**config.mk**
```make
export PLATFORM = sky130hd
export DESIGN_NAME = sump_cmd_decoder_flat
export DESIGN_NICKNAME = d
export VERILOG_FILES = /design/src/rtl/sump_pkg.sv /design/src/rtl/sump_cmd_decoder_if.sv /design/src/rtl/sump_cmd_decoder.sv /design/src/flat_wrapper.sv
export SDC_FILE = /design/constraint.sdc
export NUM_CORES = 1
export LEC_CHECK = 0
export CAP_MARGIN = 20
export CORE_ASPECT_RATIO = 1.5
export CORE_MARGIN = 2
export CORE_UTILIZATION = 30
export DETAILED_ROUTE_END_ITERATION = 10
export GPL_TIMING_DRIVEN = 0
export PLACE_DENSITY = 0.48
export RECOVER_POWER = 100
export REMOVE_ABC_BUFFERS = 1
export SLEW_MARGIN = 20
export SYNTH_ARGS = -nofsm -noshare
export SYNTH_HDL_FRONTEND = slang
export SYNTH_SLANG_ARGS = --single-unit
```
**constraint.sdc**
```tcl
create_clock -name clk -period 2.2 [get_ports clk]
set_clock_uncertainty 0.05 [all_clocks]
set_input_delay 0.33 -clock clk [delete_from_list [all_inputs] [get_ports clk]]
set_output_delay 0.33 -clock clk [all_outputs]
set_load 0.03 [all_outputs]
```
**src/rtl/sump_pkg.sv**
```systemverilog
// Shared SUMP protocol definitions: decoder states, opcode values and the published command record.
package sump_pkg;

  typedef enum logic {IDLE, ARG} dec_state_t;

  localparam logic [7:0] OP_RESET     = 8'h00;
  localparam logic [7:0] OP_RUN       = 8'h01;
  localparam logic [7:0] OP_ID        = 8'h02;
  localparam logic [7:0] OP_META      = 8'h04;
  localparam logic [7:0] OP_XON       = 8'h11;
  localparam logic [7:0] OP_XOFF      = 8'h13;
  localparam logic [7:0] OP_DIV       = 8'h80;
  localparam logic [7:0] OP_CNT       = 8'h81;
  localparam logic [7:0] OP_FLAGS     = 8'h82;
  localparam logic [7:0] OP_TRIG_MASK = 8'hC0;
  localparam logic [7:0] OP_TRIG_VAL  = 8'hC1;
  localparam logic [7:0] OP_TRIG_CFG  = 8'hC2;

  typedef struct packed {
    logic [7:0]  op;
    logic [31:0] data;
    logic        is_long;
  } sump_cmd_t;

endpackage

```
**src/rtl/sump_cmd_decoder_if.sv**
```systemverilog
// Byte stream in from the UART receiver and decoded command strobe out to the sniffer core.
interface sump_cmd_decoder_if;
  logic [7:0]  rx_data;
  logic        rx_valid;
  logic        cmd_valid;
  logic [7:0]  opcode;
  logic [31:0] cmd_data;
  logic        cmd_long;
  logic        cmd_reset;
  logic        cmd_abort;

  modport master (
    output rx_data, rx_valid,
    input  cmd_valid, opcode, cmd_data, cmd_long, cmd_reset, cmd_abort
  );

  modport slave (
    input  rx_data, rx_valid,
    output cmd_valid, opcode, cmd_data, cmd_long, cmd_reset, cmd_abort
  );
endinterface

```
**src/rtl/sump_cmd_decoder.sv**
```systemverilog
// Assembles UART bytes into short/long SUMP commands, one registered strobe per command,
// and drops a stalled long command after TIMEOUT_CYCLES idle cycles.
module sump_cmd_decoder
  import sump_pkg::*;
#(
  parameter int unsigned TIMEOUT_CYCLES = 50000
) (
  input  logic                  clk,
  input  logic                  rst,
  sump_cmd_decoder_if.slave     bus
);

  localparam int unsigned CW = $clog2(TIMEOUT_CYCLES);
  localparam logic [CW-1:0] TMO_MAX = CW'(TIMEOUT_CYCLES - 1);

  dec_state_t     state, state_nxt;
  logic [1:0]     idx;
  logic [CW-1:0]  tmo;
  logic [7:0]     op_lat;
  logic [31:0]    shreg;
  sump_cmd_t      cmd_q;
  logic           valid_q, reset_q, abort_q;
  logic           fire_short, fire_long, expire;

  always_comb begin
    state_nxt  = state;
    fire_short = 1'b0;
    fire_long  = 1'b0;
    expire     = 1'b0;
    unique case (state)
      IDLE: begin
        if (bus.rx_valid) begin
          if (bus.rx_data[7]) state_nxt = ARG;
          else                fire_short = 1'b1;
        end
      end
      ARG: begin
        // A byte arriving in the expiry cycle takes priority over the abort
        if (bus.rx_valid) begin
          if (idx == 2'd3) begin
            fire_long = 1'b1;
            state_nxt = IDLE;
          end
        end else if (tmo == TMO_MAX) begin
          expire    = 1'b1;
          state_nxt = IDLE;
        end
      end
      default: state_nxt = IDLE;
    endcase
  end

  always_ff @(posedge clk) begin
    if (!rst) begin
      state   <= IDLE;
      idx     <= '0;
      tmo     <= '0;
      op_lat  <= '0;
      shreg   <= '0;
      cmd_q   <= '0;
      valid_q <= 1'b0;
      reset_q <= 1'b0;
      abort_q <= 1'b0;
    end else begin
      state   <= state_nxt;
      valid_q <= fire_short | fire_long;
      reset_q <= fire_short && (bus.rx_data == OP_RESET);
      abort_q <= expire;

      if (state == IDLE) begin
        idx <= '0;
        tmo <= '0;
        if (bus.rx_valid && bus.rx_data[7]) begin
          op_lat <= bus.rx_data;
          shreg  <= '0;
        end
      end else if (bus.rx_valid) begin
        unique case (idx)
          2'd0: shreg[7:0]   <= bus.rx_data;
          2'd1: shreg[15:8]  <= bus.rx_data;
          2'd2: shreg[23:16] <= bus.rx_data;
          2'd3: shreg[31:24] <= bus.rx_data;
          default: ;
        endcase
        idx <= idx + 2'd1;
        tmo <= '0;
      end else if (expire) begin
        tmo <= '0;
      end else begin
        tmo <= tmo + CW'(1);
      end

      if (fire_short) begin
        cmd_q.op      <= bus.rx_data;
        cmd_q.data    <= '0;
        cmd_q.is_long <= 1'b0;
      end else if (fire_long) begin
        cmd_q.op      <= op_lat;
        cmd_q.data    <= {bus.rx_data, shreg[23:0]};
        cmd_q.is_long <= 1'b1;
      end
    end
  end

  assign bus.cmd_valid = valid_q;
  assign bus.cmd_reset = reset_q;
  assign bus.cmd_abort = abort_q;
  assign bus.opcode    = cmd_q.op;
  assign bus.cmd_data  = cmd_q.data;
  assign bus.cmd_long  = cmd_q.is_long;

endmodule
```
**src/flat_wrapper.sv**
```systemverilog
// flat-port wrapper written by rule: the top's interface ports become plain ports
module sump_cmd_decoder_flat import sump_pkg::*;
#(
  parameter int unsigned TIMEOUT_CYCLES = 50000
)
  (clk, rst, bus_rx_data, bus_rx_valid, bus_cmd_valid, bus_opcode, bus_cmd_data, bus_cmd_long, bus_cmd_reset, bus_cmd_abort);
  sump_cmd_decoder_if bus_i ();
  input  logic clk;
  input  logic rst;
  input wire logic [$bits(bus_i.rx_data)-1:0] bus_rx_data;
  input wire logic [$bits(bus_i.rx_valid)-1:0] bus_rx_valid;
  output wire logic [$bits(bus_i.cmd_valid)-1:0] bus_cmd_valid;
  output wire logic [$bits(bus_i.opcode)-1:0] bus_opcode;
  output wire logic [$bits(bus_i.cmd_data)-1:0] bus_cmd_data;
  output wire logic [$bits(bus_i.cmd_long)-1:0] bus_cmd_long;
  output wire logic [$bits(bus_i.cmd_reset)-1:0] bus_cmd_reset;
  output wire logic [$bits(bus_i.cmd_abort)-1:0] bus_cmd_abort;
  assign bus_i.rx_data = bus_rx_data;
  assign bus_i.rx_valid = bus_rx_valid;
  assign bus_cmd_valid = bus_i.cmd_valid;
  assign bus_opcode = bus_i.opcode;
  assign bus_cmd_data = bus_i.cmd_data;
  assign bus_cmd_long = bus_i.cmd_long;
  assign bus_cmd_reset = bus_i.cmd_reset;
  assign bus_cmd_abort = bus_i.cmd_abort;
  sump_cmd_decoder #(.TIMEOUT_CYCLES(TIMEOUT_CYCLES)) u_core (.clk(clk), .rst(rst), .bus(bus_i));
endmodule
```
# ---- After elaboration in Yosys (flattened, before gate mapping)
# Cells that the tools add are included.
dict set report totals {
  elab_cells 62
  register_bits 95
}
dict set report classes {
  eq_ne 8
  n_addsub 2
  n_bitwise 3
  reduce_logical 13
  n_mux 23
}
# operator n
set ops {}
lappend ops {{41-bit 2-to-1 mux} 2}
lappend ops {{24-bit 2-to-1 mux} 3}
lappend ops {{8-bit 2-to-1 mux} 3}
lappend ops {{16-bit by 1-bit adder with 16-bit output (second input constant)} 1}
lappend ops {{16-bit == test (second input constant)} 1}
lappend ops {{1-bit 2-to-1 mux} 14}
lappend ops {{3-bit AND reduction} 3}
lappend ops {{8-bit logical NOT} 1}
lappend ops {{2-bit inequality test (second input constant)} 4}
lappend ops {{2-bit == test (second input constant)} 2}
lappend ops {{2-bit AND reduction} 2}
lappend ops {{2-bit nonzero test} 2}
lappend ops {{4-bit OR reduction} 1}
lappend ops {{2-bit by 1-bit adder with 2-bit output (second input constant)} 1}
lappend ops {{2-bit by 1-bit == test with 1-bit output (second input constant)} 1}
lappend ops {{1-bit logical AND} 2}
lappend ops {{2-bit logical NOT} 1}
lappend ops {{1-bit inverter} 2}
lappend ops {{1-bit one-hot mux with 2 select lines} 1}
lappend ops {{2-bit OR reduction} 1}
lappend ops {{1-bit OR} 1}

# ---- Longest topological paths before layout
# Gate-level depths: netlist of run 1.
dict set report depth {
  depth_word 6
  ltp_mapped 7
  mapped_depth_nobuf 6
}

# ---- Worst setup path after synthesis of run 1
# Ideal clock, no wire load.
dict set report synth_timing {
  kind {reg2reg}
  start {register u_core.tmo[0]}
  end {register u_core.tmo[10]}
  n_path_buf 1
  path_stages_with_launch 7
  t_arrival_ns 1.417
  required_ns 2.033
  slack_ns 0.615
  setup_ns 0.117
  path_cell_list {dfxtp_1 > ha_1 > nand3_1 > nand4b_1 > nand2_1 > buf_2 > nor2_1}
}
dict set report synth_between {
  elab_chain_cells 5
  elab_cells_between_ends 6
  classes_between {1 x add/sub; 1 x eq/ne; 3 x mux; 1 x reduce/logical}
}
# element line_no
set synth_rtl {}
lappend synth_rtl {{start: declaration} sump_cmd_decoder.sv:18} ;# logic [CW-1:0] tmo;
lappend synth_rtl {{start signal: assignment} sump_cmd_decoder.sv:90} ;# tmo <= tmo + CW'(1);
lappend synth_rtl {{16-bit == test} sump_cmd_decoder.sv:44} ;# end else if (tmo == TMO_MAX) begin
lappend synth_rtl {{1-bit 2-to-1 mux} sump_cmd_decoder.sv:44}
lappend synth_rtl {{1-bit 2-to-1 mux} sump_cmd_decoder.sv:39} ;# if (bus.rx_valid) begin
lappend synth_rtl {{1-bit 2-to-1 mux} sump_cmd_decoder.sv:30} ;# unique case (state)
lappend synth_rtl {{4-bit OR reduction (no source line)} --}
# Several ways; a longest one is shown, not always the timed one.
# A chain may end at the register's enable or synchronous reset.

# ---- Final worst setup path of run 1
dict set report layout_timing {
  start {register u_core.state}
  end {register u_core.cmd_q (netlist bit u_core.bus.opcode[7])}
}
dict set report layout_between {
  elab_chain_cells 2
  elab_cells_between_ends 4
  classes_between {3 x mux; 1 x reduce/logical}
}
# element line_no
set layout_rtl {}
lappend layout_rtl {{start: declaration} sump_cmd_decoder.sv:16} ;# dec_state_t state, state_nxt;
lappend layout_rtl {{start signal: assignment} sump_cmd_decoder.sv:65} ;# state <= state_nxt;
lappend layout_rtl {{1-bit 2-to-1 mux} sump_cmd_decoder.sv:30}
lappend layout_rtl {{41-bit 2-to-1 mux or 2-bit nonzero test (tied branches)} --}
lappend layout_rtl {{end: declaration} sump_cmd_decoder.sv:21} ;# sump_cmd_t cmd_q;
# Several ways; a longest one is shown, not always the timed one.

==> metrics.log, run 1 <==
INFO  metric critPathLaunch = u_core.state
INFO  metric globalRouteTotalUtil = 0.1346
INFO  metric remaining_drc_errors = 0
INFO  metric vdd.ir_drop.worst = 0.0003783 V
INFO  metric average_vias_per_placed_instance = 4.767
INFO  metric initial_antenna_violation_count = 0
INFO  metric multi_input_area = 1733 um^2
INFO  metric hp-class = flip-flop to flip-flop
INFO  metric cts.clk_slew.worst_paths = 60 ps
INFO  metric worstPathArrival = 2220 ps
INFO  metric p_comb_frac = 0.049
INFO  metric worstReg2RegEnd = u_core.bus.opcode[7]
INFO  metric cts_sinks = 95
INFO  metric numPortBuffers = 54
INFO  metric p_seq_frac = 0.488
INFO  metric antenna_cells = 0
INFO  metric coreArea = 12320 um^2
INFO  metric final_common_cell = sky130_fd_sc_hd__nand2_1
INFO  metric die_height = 141.0 um
INFO  metric ff_latch_area = 1903 um^2
INFO  metric timing.critical_path.to = u_core.bus.opcode[7]
INFO  metric worstSetupPathType = flip-flop to flip-flop
INFO  metric setup_ws = 166.2 ps
INFO  metric rsz_0062_raised_after_global_routing = false
INFO  metric drive_above_1_share = 0.05882
INFO  metric clock_power_share = 0.463
INFO  metric fmax = 491.7 MHz
INFO  metric endpoints_failing_setup = 0
INFO  metric grt_first_pass_wirelength = 14100 um
INFO  metric sequential_share_of_the_synthesized_area = 0.5063
INFO  metric clock_latency_on_the_worst_skew_pair = 340 ps
INFO  metric final_nets = 487
INFO  metric clockRootBuffer = sky130_fd_sc_hd__clkbuf_16
INFO  metric initial_utilization = 0.3048
INFO  metric clock_tree_from_tritoncts = done
INFO  metric timing.rr.start = u_core.state
INFO  metric p_switching = 786.6 uW
INFO  metric global_placer_s_final_weighted_congestion = 0.7619
INFO  metric route.antenna.remaining_nets = 0
INFO  metric fp.dieArea = 13450 um^2
INFO  metric cp-end-kind = flip-flop
INFO  metric critPathRequiredTime = 2380 ps
INFO  metric synth_warnings = 0
INFO  metric cp_cell_sequence = and3_2, buf_6, nor2_2, a22oi_1, nor2b_1
INFO  metric postCtsHoldBufs = 0
INFO  metric r2r_slack = 170 ps
INFO  metric grt_max_degree = 44
INFO  metric routed-via-count = 3013
INFO  metric postSynthAreaPerCell = 8.655 um^2
INFO  metric cts_made_buffers = 9
INFO  metric cp_slowest_cell = sky130_fd_sc_hd__dfxtp_2
INFO  metric postLayoutCoreUtil = 0.3829
INFO  metric cellPowerDensity = 766.7 nW/um^2
INFO  metric critical-path-max-stage-delay = 740 ps
INFO  metric dieWidth = 95.36 um
INFO  metric worst-path-max-fanout = 35
INFO  metric ctsLongestPathBuffers = 2
INFO  metric drv_cap = 0
INFO  metric mappedNetlistArea = 3756 um^2
INFO  metric status = finished, final reports clean
INFO  metric ff2ff_path_depth = 5
INFO  metric overall_power_consumption = 3618 uW
INFO  metric synthesis_stage_register_bit_count = 95
INFO  metric maxSlewViolCount = 0
INFO  metric minimum_clock_period = 2034 ps
INFO  metric drt-total-wl = 8647 um
INFO  metric first_global_vias = 2825
INFO  metric hpwlAfterDp = 5814 um
INFO  metric flow.area_growth_from_synthesis = 25.65%
INFO  metric cp-start-kind = flip-flop
INFO  metric fillers = 1264
INFO  metric dp_worst_setup_slack = -370.9 ps
INFO  metric syn-instance-count = 434
INFO  metric route.detailed.wl_per_inst = 13.68 um
INFO  metric total_leakage_power = 0.001662 uW
INFO  metric final_cell_mix = sky130_fd_sc_hd__nand2_1 (97), sky130_fd_sc_hd__dfxtp_1 (94), sky130_fd_sc_hd__dlygate4sd3_1 (44), sky130_fd_sc_hd__a21oi_1 (39), sky130_fd_sc_hd__a21boi_0 (29)
INFO  metric power.share.switching = 0.2174
INFO  metric timing.final.hold_violations = 0
INFO  metric drt_pass1_iterations = 4
INFO  metric fp-row-count = 50
INFO  metric num_io_pins = 55
INFO  metric drtIter0Drc = 99
INFO  metric internal_power = 2832 uW
INFO  metric grt.overflow.total = 0
INFO  metric final_min_period_over_clock_period = 0.9245
INFO  metric slew_headroom = 0.5349
INFO  metric h-tree-depth = 3
INFO  metric netlist-cell-type-count = 37
INFO  metric timing.setup.tns = 0 ps
INFO  metric max_slew.worst_pin.slew = 697.7 ps
[critical path: cells and delay by family, from the launching register on]
kind	cells	cell delay (ps)
flip-flops	1	740
AND/OR/NAND/NOR	3	630
buffers and inverters	1	290
AO/OA/AOI/OAI	1	190
[how the worst min path moves through the flow]
stage	start	end	slack, ps	cells after the start
finish	u_core.bus.cmd_data[13]	u_core.bus.cmd_data[13]	400	2
global route	u_core.bus.cmd_data[2]	u_core.bus.cmd_data[2]	420	2
CTS	u_core.bus.cmd_data[27]	u_core.bus.cmd_data[27]	410	2
detailed placement	u_core.bus.cmd_data[27]	u_core.bus.cmd_data[27]	400	2
global placement	u_core.op_lat[7]	u_core.op_lat[7]	390	2
floorplan	bus_rx_data[0]	u_core.bus.cmd_reset	360	1
[layer usage]
metal,up-vias,track usage,share of wire
met4,0,0.05339,0.019
met2,42,0.2354,0.51
met3,11,0.02993,0.034
met5,-,0,0
met1,1398,0.1560,0.43
li1,1562,-,-
[cells in the mapped netlist]
library cell,number,area share
sky130_fd_sc_hd__buf_4,3,0.0060
sky130_fd_sc_hd__mux2i_1,8,0.021
sky130_fd_sc_hd__nor3_1,8,0.011
sky130_fd_sc_hd__or4_1,1,0.0020
sky130_fd_sc_hd__and4bb_1,1,0.0033
sky130_fd_sc_hd__nor3b_2,1,0.0033
sky130_fd_sc_hd__buf_2,4,0.0053
sky130_fd_sc_hd__buf_1,3,0.0030
sky130_fd_sc_hd__ha_1,5,0.017
sky130_fd_sc_hd__nand4_2,2,0.0067
sky130_fd_sc_hd__a22oi_1,8,0.016
sky130_fd_sc_hd__dfxtp_1,95,0.51
sky130_fd_sc_hd__nor4_1,4,0.0067
sky130_fd_sc_hd__nor2b_1,11,0.018
sky130_fd_sc_hd__nand2_2,1,0.0017
sky130_fd_sc_hd__a21oi_1,39,0.052
sky130_fd_sc_hd__inv_1,6,0.0060
sky130_fd_sc_hd__and2_1,3,0.0050
sky130_fd_sc_hd__o31ai_1,1,0.0020
sky130_fd_sc_hd__xor2_1,1,0.0023
sky130_fd_sc_hd__or3_1,1,0.0017
sky130_fd_sc_hd__nor4bb_1,1,0.0027
sky130_fd_sc_hd__nand3_1,10,0.013
sky130_fd_sc_hd__nand2b_1,1,0.0017
sky130_fd_sc_hd__nand3b_1,2,0.0040
sky130_fd_sc_hd__and3_1,2,0.0033
sky130_fd_sc_hd__clkbuf_1,19,0.019
sky130_fd_sc_hd__nand2_1,98,0.098
sky130_fd_sc_hd__or4b_1,1,0.0027
sky130_fd_sc_hd__a21boi_1,30,0.060
sky130_fd_sc_hd__xnor2_1,13,0.030
sky130_fd_sc_hd__o21ai_1,3,0.0040
sky130_fd_sc_hd__o21ai_0,1,0.0013
sky130_fd_sc_hd__nor4b_1,1,0.0023
sky130_fd_sc_hd__nor2_1,24,0.024
sky130_fd_sc_hd__nand4_1,21,0.035
sky130_fd_sc_hd__nand4b_1,1,0.0023
[flip-flops by register name, indices dropped and copies added, names as in the netlist, 2 cells and up]
name / cells
u_core.bus.cmd_data: 32
u_core.tmo: 16
u_core.bus.opcode: 8
u_core.op_lat: 8
u_core.idx: 2
u_core.shreg: 24
[logic make-up after synthesis]
family,after synthesis,share of synthesized area
AOI/OAI and AO/OA,82,0.1352
xor gates and xnor gates,14,0.03265
adders and majority gates,5,0.01666
buffers and inverters,35,0.03931
DFF,95,0.5063
muxes,8,0.02132
and+or+nand+nor,195,0.2485
[metrics by stage]
stage	hold WS, ps	std cells	cell area (um^2)
detailed placement	396.4	616	4385
finish	398.7	632	4720
global route	421.4	632	4720
CTS	406.1	632	4723
global placement	390.8	615	4367
floorplan	355.7	405	3631
[power groups by stage]
| stage | clock network, uW | logic (uW) | registers (uW) |
|---|---|---|---|
| global placement | 0 | 187 | 1800 |
| detailed placement | 0 | 184 | 1800 |
| floorplan | 0 | 78.6 | 1810 |
| global route | 1790 | 195 | 1770 |
| finish | 1680 | 178 | 1760 |
| CTS | 1730 | 187 | 1760 |
[area by class of cell]
type                       count  area share
timing repair buffer          55      0.1148
tap                          156     0.04136
clock buffer                  11     0.05143
inverter                       6    0.004772
clock inverter                 5     0.01723
multi-input combinational    304      0.3672
sequential                    95      0.4032
[repair_timing]
action,CTS,global route
setup endpoints to repair,53,7
gates resized for setup,3,2
buffers inserted,0,0
(Power assumes the default switching activity.)
==> run 2: changes to the inputs <==
--- a/config.mk
+++ b/config.mk
@@ -10,7 +10,6 @@
 export CORE_MARGIN = 2
 export CORE_UTILIZATION = 30
 export DETAILED_ROUTE_END_ITERATION = 10
-export GPL_TIMING_DRIVEN = 0
 export PLACE_DENSITY = 0.48
 export RECOVER_POWER = 100
 export REMOVE_ABC_BUFFERS = 1
==> run 2 against run 1 <==
Clock power decreased by 8%. Non-clock buffer count increased by 17. Die area unchanged. Global-route usage increased by 0.76 points. Power decreased by 3.0%. Via count increased by 2.7%. Critical path depth decreased by 1. Worst setup slack improved by 140 ps. Critical endpoint is now u_core.shreg[23].
==> metrics.log, run 2 (synthesis gave the netlist of run 1 again) <==
INFO  metric critPathRequiredTime = 2420 ps
INFO  metric cts.clk_slew.worst_paths = 70 ps
INFO  metric drive_above_1_share = 0.06694
INFO  metric vdd.ir_drop.worst = 0.0003430 V
INFO  metric numPortBuffers = 54
INFO  metric largest_register_ff_count = 32
INFO  metric grt.overflow.total = 0
INFO  metric final_cell_mix = sky130_fd_sc_hd__nand2_1 (98), sky130_fd_sc_hd__dfxtp_1 (95), sky130_fd_sc_hd__dlygate4sd3_1 (45), sky130_fd_sc_hd__a21oi_1 (39), sky130_fd_sc_hd__a21boi_0 (27)
INFO  metric dieWidth = 95.36 um
INFO  metric hp-class = flip-flop to flip-flop
INFO  metric clock_latency_on_the_worst_skew_pair = 350 ps
INFO  metric routed-via-count = 3095
INFO  metric flow.area_growth_from_synthesis = 27.81%
INFO  metric globalRouteTotalUtil = 0.1422
INFO  metric num_io_pins = 55
INFO  metric ctsResizeCount = 0
INFO  metric final_common_cell = sky130_fd_sc_hd__nand2_1
INFO  metric max_slew.worst_pin.slew = 615.4 ps
INFO  metric cp_slowest_cell = sky130_fd_sc_hd__dfxtp_1
INFO  metric maxSlewViolCount = 0
INFO  metric grt_first_pass_wirelength = 14570 um
INFO  metric average_vias_per_placed_instance = 4.769
INFO  metric status = finished, final reports clean
INFO  metric critical-path-max-stage-delay = 700 ps
INFO  metric cp_cell_sequence = nand3b_1, clkbuf_1, nand2_1, nor3_1
INFO  metric setup_ws = 306.1 ps
INFO  metric cpLargestDelayFamily = flip-flops
INFO  metric worstSetupPathType = flip-flop to flip-flop
INFO  metric route.antenna.remaining_nets = 0
INFO  metric dp_worst_setup_slack = 125.9 ps
INFO  metric clockRootBuffer = sky130_fd_sc_hd__clkbuf_16
INFO  metric final_min_period_over_clock_period = 0.8609
INFO  metric grt_max_degree = 42
INFO  metric cp-start-kind = flip-flop
INFO  metric fmax = 528.0 MHz
INFO  metric initial_utilization = 0.3048
INFO  metric postCtsHoldBufs = 0
INFO  metric route.detailed.wl_per_inst = 13.80 um
INFO  metric postCtsSetupRepairBufs = 0
INFO  metric total_leakage_power = 0.001726 uW
INFO  metric cellPowerDensity = 730.9 nW/um^2
INFO  metric fp.dieArea = 13450 um^2
INFO  metric timing.final.hold_violations = 0
INFO  metric rsz_0062_raised_after_global_routing = false
INFO  metric worstPathBufferInverterCount = 1
INFO  metric cts_sinks = 95
INFO  metric final_nets = 504
INFO  metric drt_pass1_iterations = 4
INFO  metric fp-row-count = 50
INFO  metric timing.setup.tns = 0 ps
INFO  metric ctsLongestPathBuffers = 2
INFO  metric drt-total-wl = 8957 um
INFO  metric clock_tree_from_tritoncts = done
INFO  metric antenna_cells = 0
INFO  metric worst-path-max-fanout = 19
INFO  metric fin_hold_ws = 399.4 ps
INFO  metric hpwlAfterDp = 6402 um
INFO  metric worstPathArrival = 2110 ps
INFO  metric minimum_clock_period = 1894 ps
INFO  metric remaining_drc_errors = 0
INFO  metric drtIter0Drc = 108
INFO  metric cts_made_buffers = 9
INFO  metric first_global_vias = 2914
INFO  metric global_placer_s_final_weighted_congestion = 0.7713
INFO  metric endpoints_failing_setup = 0
INFO  metric slew_headroom = 0.5898
INFO  metric die_height = 141.0 um
INFO  metric h-tree-depth = 3
INFO  metric initial_antenna_violation_count = 0
INFO  metric coreArea = 12320 um^2
INFO  metric drv_cap = 0
INFO  metric cp-end-kind = flip-flop
[run 2: metrics by stage]
stage | instances | total power [uW] | area [um^2] | util
floorplan | 405 | 1889 | 3631 | -
global placement | 633 | 2011 | 4527 | 0.3673
detailed placement | 633 | 2013 | 4527 | 0.3673
CTS | 649 | 3577 | 4818 | 0.3910
global route | 649 | 3644 | 4801 | 0.3895
finish | 649 | 3509 | 4801 | 0.3895
[run 2: worst paths after layout]
| kind | start | to | slack [ps] | cells past startpoint |
|---|---|---|---|---|
| setup / recovery | u_core.state | u_core.shreg[23] | 310 | 4 |
| hold / removal | u_core.bus.cmd_data[12] | u_core.bus.cmd_data[12] | 400 | 2 |
| setup reg to reg | u_core.state | u_core.shreg[23] | 310 | 4 |
| hold reg to reg | u_core.bus.cmd_data[12] | u_core.bus.cmd_data[12] | 400 | 2 |
[run 2: report_power, final]
group          total, uW  switching (uW)  internal (uW)
sequential          1760            17.2           1740
clock               1550             639            907
combinational        205             123           81.5
[run 2: final cells by class]
class | count | area [um^2]
fillers | 1283 | 7523
clock inverters | 4 | 45.04
well taps | 156 | 195.2
flip-flops and latches | 95 | 1902
multi-input cells | 304 | 1702
inverters | 6 | 22.52
repair buffers | 72 | 688.2
clock buffers | 12 | 246.5
[run 2: worst register-to-register path: stages, from the launching register on]
cell and delay, ps:
sky130_fd_sc_hd__dfxtp_1 700, sky130_fd_sc_hd__nand3b_1 180, sky130_fd_sc_hd__clkbuf_1 490, sky130_fd_sc_hd__nand2_1 190
sky130_fd_sc_hd__nor3_1 200
[run 2: per-layer routing]
metal  share of wire  GRT usage
met1            0.44     0.1653
met2            0.50     0.2417
met5               0          0
met4           0.022    0.06407
met3           0.037    0.03581
